===== src/rtl/imem_port_arbiter_pkg.sv =====
// imem_port_arbiter_pkg: state encoding and word-offset constant shared by the arbiter files.
package imem_port_arbiter_pkg;
  typedef enum logic [1:0] {
    IDLE  = 2'd0,
    BUSY0 = 2'd1,
    BUSY1 = 2'd2
  } state_t;
  localparam int WORD_OFFSET = 2;
endpackage


===== src/rtl/imem_arb_pick.sv =====
// imem_arb_pick: combinational grant select between two requesters.
// IMEM_ARB_ROUND_ROBIN_EN selects round-robin on ties; otherwise port 0 wins.
module imem_arb_pick (
  input  logic i_req0_valid,
  input  logic i_req1_valid,
`ifdef IMEM_ARB_ROUND_ROBIN_EN
  input  logic i_last,
`endif
  output logic o_any,
  output logic o_sel
);
  assign o_any = i_req0_valid | i_req1_valid;
`ifdef IMEM_ARB_ROUND_ROBIN_EN
  assign o_sel = (i_req0_valid & i_req1_valid) ? ~i_last : i_req1_valid;
`else
  assign o_sel = i_req1_valid & ~i_req0_valid;
`endif
endmodule


===== src/rtl/imem_port_arbiter.sv =====
// imem_port_arbiter: two-port instruction-memory arbiter with registered responses and backpressure.
// IMEM_ARB_ROUND_ROBIN_EN enables round-robin tie breaking (default fixed priority to port 0).
module imem_port_arbiter
  import imem_port_arbiter_pkg::*;
#(
  parameter int DATA_WIDTH   = 32,
  parameter int MEMORY_DEPTH = 1024
) (
  input  logic                  clk,
  input  logic                  reset,
  input  logic                  req0_valid,
  input  logic [DATA_WIDTH-1:0] req0_addr,
  output logic                  req0_ready,
  input  logic                  req1_valid,
  input  logic [DATA_WIDTH-1:0] req1_addr,
  output logic                  req1_ready,
  output logic                  rsp0_valid,
  input  logic                  rsp0_ready,
  output logic [DATA_WIDTH-1:0] rsp0_data,
  output logic                  rsp0_err,
  output logic                  rsp1_valid,
  input  logic                  rsp1_ready,
  output logic [DATA_WIDTH-1:0] rsp1_data,
  output logic                  rsp1_err,
  output logic [DATA_WIDTH-1:0] mem_addr,
  input  logic [DATA_WIDTH-1:0] mem_rdata
);
  state_t                r_state, w_next;
  logic [DATA_WIDTH-1:0] r_addr, w_addr;
  logic                  w_free, w_any, w_sel, w_gnt, w_err;
`ifdef IMEM_ARB_ROUND_ROBIN_EN
  logic                  r_last;
`endif
  // a slot is free when idle or when the pending response handshakes this cycle
  assign w_free = !reset && (r_state == IDLE || (r_state == BUSY0 && rsp0_ready) ||
                             (r_state == BUSY1 && rsp1_ready));
  imem_arb_pick u_pick (
    .i_req0_valid(req0_valid),
    .i_req1_valid(req1_valid),
`ifdef IMEM_ARB_ROUND_ROBIN_EN
    .i_last      (r_last),
`endif
    .o_any       (w_any),
    .o_sel       (w_sel)
  );
  assign w_gnt      = w_free & w_any;
  assign w_addr     = w_sel ? req1_addr : req0_addr;
  assign w_err      = (|w_addr[WORD_OFFSET-1:0]) ||
                      ((w_addr >> WORD_OFFSET) >= DATA_WIDTH'(MEMORY_DEPTH));
  assign req0_ready = w_gnt & ~w_sel;
  assign req1_ready = w_gnt & w_sel;
  assign mem_addr   = w_gnt ? w_addr : r_addr;
  assign rsp0_valid = r_state == BUSY0;
  assign rsp1_valid = r_state == BUSY1;
  always_comb w_next = w_gnt ? (w_sel ? BUSY1 : BUSY0) : (w_free ? IDLE : r_state);
  always_ff @(posedge clk) r_state <= reset ? IDLE : w_next;
  always_ff @(posedge clk) begin
    if (reset) begin
      r_addr    <= '0;
      rsp0_data <= '0;
      rsp1_data <= '0;
      rsp0_err  <= 1'b0;
      rsp1_err  <= 1'b0;
`ifdef IMEM_ARB_ROUND_ROBIN_EN
      r_last    <= 1'b1;
`endif
    end else if (w_gnt) begin
      r_addr <= w_addr;
`ifdef IMEM_ARB_ROUND_ROBIN_EN
      r_last <= w_sel;
`endif
      if (w_sel) begin
        rsp1_data <= w_err ? '0 : mem_rdata;
        rsp1_err  <= w_err;
      end else begin
        rsp0_data <= w_err ? '0 : mem_rdata;
        rsp0_err  <= w_err;
      end
    end
  end
endmodule


===== config.mk =====
export PLATFORM = sky130hd
export DESIGN_NAME = imem_port_arbiter
export DESIGN_NICKNAME = d
export VERILOG_FILES = /design/src/rtl/imem_port_arbiter_pkg.sv /design/src/rtl/imem_arb_pick.sv /design/src/rtl/imem_port_arbiter.sv
export SDC_FILE = /design/constraint.sdc
export NUM_CORES = 1
export LEC_CHECK = 0
export ABC_AREA = 1
export CORE_UTILIZATION = 45
export CTS_BUF_LIST = sky130_fd_sc_hd__clkbuf_16
export CTS_CLUSTER_DIAMETER = 150
export DETAILED_ROUTE_END_ITERATION = 16
export GPL_TIMING_DRIVEN = 0
export PLACE_DENSITY = 0.87
export REMOVE_ABC_BUFFERS = 1
export SYNTH_ARGS = -nofsm -noshare
export SYNTH_HDL_FRONTEND = slang
export SYNTH_SLANG_ARGS = --single-unit

===== constraint.sdc =====
create_clock -name clk -period 6 [get_ports clk]
set_input_delay 1.2 -clock clk [delete_from_list [all_inputs] [get_ports clk]]
set_output_delay 1.2 -clock clk [all_outputs]
set_load 0.01 [all_outputs]

---- Word level (Yosys, flattened, before mapping) ----
Index checks and enable logic that the tools add are counted.
storage, ports and cells
  flip-flop bits (word level) ............. 100
  bits in latches ......................... 0
  RAM bits ................................ 0
  bits in read-only memories .............. 0
  bits of input ports ..................... 102
  output and inout bits ................... 102
  memories ................................ 0
cells by class
  $add $sub $neg .......................... 0
  $mul .................................... 0
  divide/modulo/power cells ............... 0
  $lt $le $gt $ge ......................... 1
  equality and inequality tests ........... 2
  shift-type cells ........................ 0
  mux-type cells .......................... 6
  bitwise gates (word level) .............. 7
  reduce and logical (&&, ||, !) cells .... 12
operators by type and width
  operator                count
  $mux W32                3
  $ge A30 B11 Y1 const B  1
  $mux W2                 3
  $and A1 B1 Y1           4
  $reduce_and A2 Y1       2
  $logic_and A1 B1 Y1     3
  $logic_or A1 B1 Y1      3
  $eq A2 B1 Y1 const B    1
  $eq A2 B2 Y1 const B    1
  $logic_not A2 Y1        1
  $not A1 Y1              2
  $reduce_bool A2 Y1      1
  $reduce_or A2 Y1        1
  $logic_not A1 Y1        1
  $or A1 B1 Y1            1

---- Logic depth before layout (Yosys ltp) ----
  depth after elaboration ................. 7
  gate-level depth with buffers ........... 13

---- By module ----
A second synthesis with hierarchy kept.
second synthesis, totals
  cell total of the unflattened synthesis .. 611
  area total of the unflattened synthesis .. 4,400.5 um^2
modules (own cells, without submodules)
  module             instances  cells each  area an instance (um^2)  sequential area each (um^2)
  imem_port_arbiter  1          607         4,385.5                  2,001.9
  imem_arb_pick      1          4           15.0                     0.0

---- Least setup slack after synthesis ----
OpenSTA, ideal clock, no wires.
  path kind ............................... input to output
  start point ............................. input reset
  end point ............................... output mem_addr[20]
  arrival ................................. 2.409 ns
  data required time ...................... 4.800 ns
  path slack .............................. 2.391 ns
  cell stages on the path ................. 8
  cell sequence ........................... clkbuf_1 > inv_1 > nand2_1 > a21oi_4 > inv_2 > clkbuf_1 > o21ai_0 > inv_1
on the way
  cells in the longest elaborated chain, start to end .. 4
RTL lines
  element              line                     RTL
  from (decl)          imem_port_arbiter.sv:10  input logic reset,
  $logic_not A1 Y1     imem_port_arbiter.sv:35  assign w_free = !reset && (r_state == IDLE || (r_state == BUSY0 && rsp0_ready) ||
  $logic_and A1 B1 Y1  imem_port_arbiter.sv:35
  $and A1 B1 Y1        imem_port_arbiter.sv:46  assign w_gnt = w_free & w_any;
  $mux W32             -
  to (decl)            imem_port_arbiter.sv:25  output logic [DATA_WIDTH-1:0] mem_addr,
No other way between the ends.

---- Final worst setup path ----
  start point ............................. input req1_valid
  end point ............................... output req1_ready
on the way
  cells in the longest elaborated chain, start to end .. 3
RTL lines
  element          line                     RTL
  from (decl)      imem_port_arbiter.sv:14  input logic req1_valid,
  $or A1 B1 Y1     imem_arb_pick.sv:12      assign o_any = i_req0_valid | i_req1_valid;
  $and A1 B1 Y1    imem_port_arbiter.sv:46
  $and A1 B1 Y1 *  imem_port_arbiter.sv:51  assign req1_ready = w_gnt & w_sel;
  to (decl)        imem_port_arbiter.sv:16  output logic req1_ready,
Every way passes the cells marked *; elsewhere a longest branch is shown, timed or not.

==> results.yml <==
status:
  status: "finished clean"
timing:
  maxSlewViolCount: 0
  final_hold_viol_count: 0
  clock-skew-final_ns: 0.004543
  slew_headroom_pct: 22.92
  setup_violations: 0
  hold_ws_ns: 0.4688
  min_period_ns: 5.401
  fmaxAchievable_mhz: 185.2
  tightest_slew_ns: 1.149
  fin_crit_sh_pct: 90.01
  rsz0062_at_grt: "no"
power:
  peakVddDrop_v: 0.0001473
  power_density_mw_per_mm2: 228.3
  total_leakage_power_nw: 3.212
floorplan:
  io_pins: 204
  die_h_um: 102.0
  rows: 36
  fp.dieArea_mm2: 0.01041
  chipWidth_um: 102.0
  start_util_pct: 46.30
  coreArea_mm2: 0.009729
clock_tree:
  cts.path.max_buffers: 2
  cts_tree: "built"
  h-tree-depth: 3
  hold_buffers: 0
  clockRootBuffer: "clkbuf_16"
  cts.clk_slew.worst_paths_ns: 0.06
  numCtsBuffers: 9
  cts.sinks: 100
  insertion_delay_ns: 0.34
critical_path:
  cp-end-kind: "output port"
  rrSetupSlack_ns: 2.63
  crit_required_ns: 4.80
  crit_type: "in -> out"
  cp-start-kind: "primary input"
  crit_arrival_ns: 4.20
  crit_fanout: 35
final_layout:
  diodes: 0
  fillers: 765
  nets: 925
  layout_commonest_cell: "clkdlybuf4s50_1"
  final_cells: 961
  regArea_mm2: 0.002002
  layout_common_cells: "clkdlybuf4s50_1 (202), nand2_1 (186), dfxtp_1 (100)"
  layout-drive-gt1-share_pct: 3.623
  multiInputGateArea_mm2: 0.001964
  fin_util_pct: 70.14
  finish.instance_area_mm2: 0.006824
  synthToLayoutAreaGrowth_pct: 51.50
detailed_routing:
  drc_errors: 0
  via_per_inst: 5.188
  num_vias: 4986
  dr.pass1.iters: 6
  wl_mm: 14.30
  drt_iter0_markers: 151
  wl_per_cell_um: 14.88
  ant_nets: 0
yosys:
  synth_cells: 655
  synth_cell_types: 20
  synth_area_leader_cell: "dfxtp_1"
  syn_area_per_cell_um2: 6.877
  synth_warnings: 0
  synth-seq-cells: 100
  synth_top_cell_area_share_pct: 44.44
  yosysSeqAreaShare_pct: 44.44
  yosys-top-cells-area: "dfxtp_1 (44%), nand2_1 (16%), nand3_1 (9.3%), nand4_1 (8.9%), inv_1 (6.5%)"
  synth.cell_area_mm2: 0.004504
placement:
  gp_congestion: 0.8128
  portBuffers: 203
  place_hpwl_mm: 9.810
  place_area_mm2: 0.006534
  post-place-cells: 945
global_route:
  grt_pass1_wl_mm: 22.12
  grt_max_degree: 56
  grt_usage_pct: 27.09
  top_usage_layer: "met2"
  use_met2_pct: 46.93
  grt-ovfl-total: 0
  grt_use_met1_pct: 30.30
  grt_pass1_vias: 4724
  grt_util_met3_pct: 9.986
  antenna_found_initial: 0
run:
  maxCapViolations: 0
hold_path:
  min_path_type: "reg -> reg"
[layout make-up]
cell class | count | area share, %
timing repair buffer | 206 | 30.58
sequential | 100 | 29.34
multi-input combinational | 423 | 28.79
inverter | 83 | 4.565
clock buffer | 9 | 3.300
tap | 133 | 2.439
clock inverter | 7 | 0.9901
[worst max-delay path, stage by stage]
cell             delay, ns
clkdlybuf4s50_1       0.83
nand2_2               0.54
nor2_4                0.91
clkdlybuf4s50_1       0.69
[cells by family (layout without fill, tap and decap cells)]
group / after synthesis / in the layout / share of synthesized area [%]
AOI/OAI and AO/OA: 36 / 36 / 4.361
and+or+nand+nor: 387 / 387 / 38.64
DFF: 100 / 100 / 44.44
buffers and inverters: 132 / 305 / 12.56
[synthesized netlist by cell type, drive strengths merged]
master  instances
a21oi           1
nand3          84
inv            82
dfxtp         100
buf            24
nor2           48
clkinv          1
o31ai           2
nand3b          4
nand4          64
clkbuf         25
o21ai          33
nand2         187
[worst paths after layout]
| check | from | endpoint | depth (start not counted) |
|---|---|---|---|
| setup / recovery | req1_valid | req1_ready | 4 |
| hold / removal | rsp0_data[18]$_SDFFE_PP0P_ | rsp0_data[18]$_SDFFE_PP0P_ | 2 |
| setup reg to reg | r_state[1]$_SDFFE_PP0P_ | rsp0_data[31]$_SDFFE_PP0P_ | 8 |
| hold reg to reg | rsp0_data[18]$_SDFFE_PP0P_ | rsp0_data[18]$_SDFFE_PP0P_ | 2 |
[flip-flops by register name (all words and copies together) (netlist names)]
signal	count
r_addr	32
r_state	2
rsp0_data	32
rsp0_err	1
rsp1_data	32
rsp1_err	1
[through the flow]
stage / setup TNS, ns / total power [mW] / setup slack [ns]
CTS: 0 / 1.569 / 0.1615
global route: 0 / 1.625 / 0.2703
floorplan: 0 / 0.8239 / 1.310
detailed placement: -3.471 / 0.9997 / -0.2248
finish: 0 / 1.558 / 0.5991
global placement: -142.88 / 0.9885 / -1.815
[layer usage]
metal	vias to the layer above	wire (um)
met2	225	6840
met1	2306	5614
met5	-	0
li1	2444	-
met3	11	1674
met4	0	172
[where the power goes]
part | switching, mW | internal (mW) | total (mW)
Combinational | 0.149 | 0.146 | 0.295
Sequential | 0.00595 | 0.685 | 0.691
Clock | 0.250 | 0.322 | 0.572
[timing repair]
action	in CTS	in global routing
setup buffers	0	0
setup endpoints to repair	23	23
resized for setup	1	2
(Power assumes the default switching activity.)
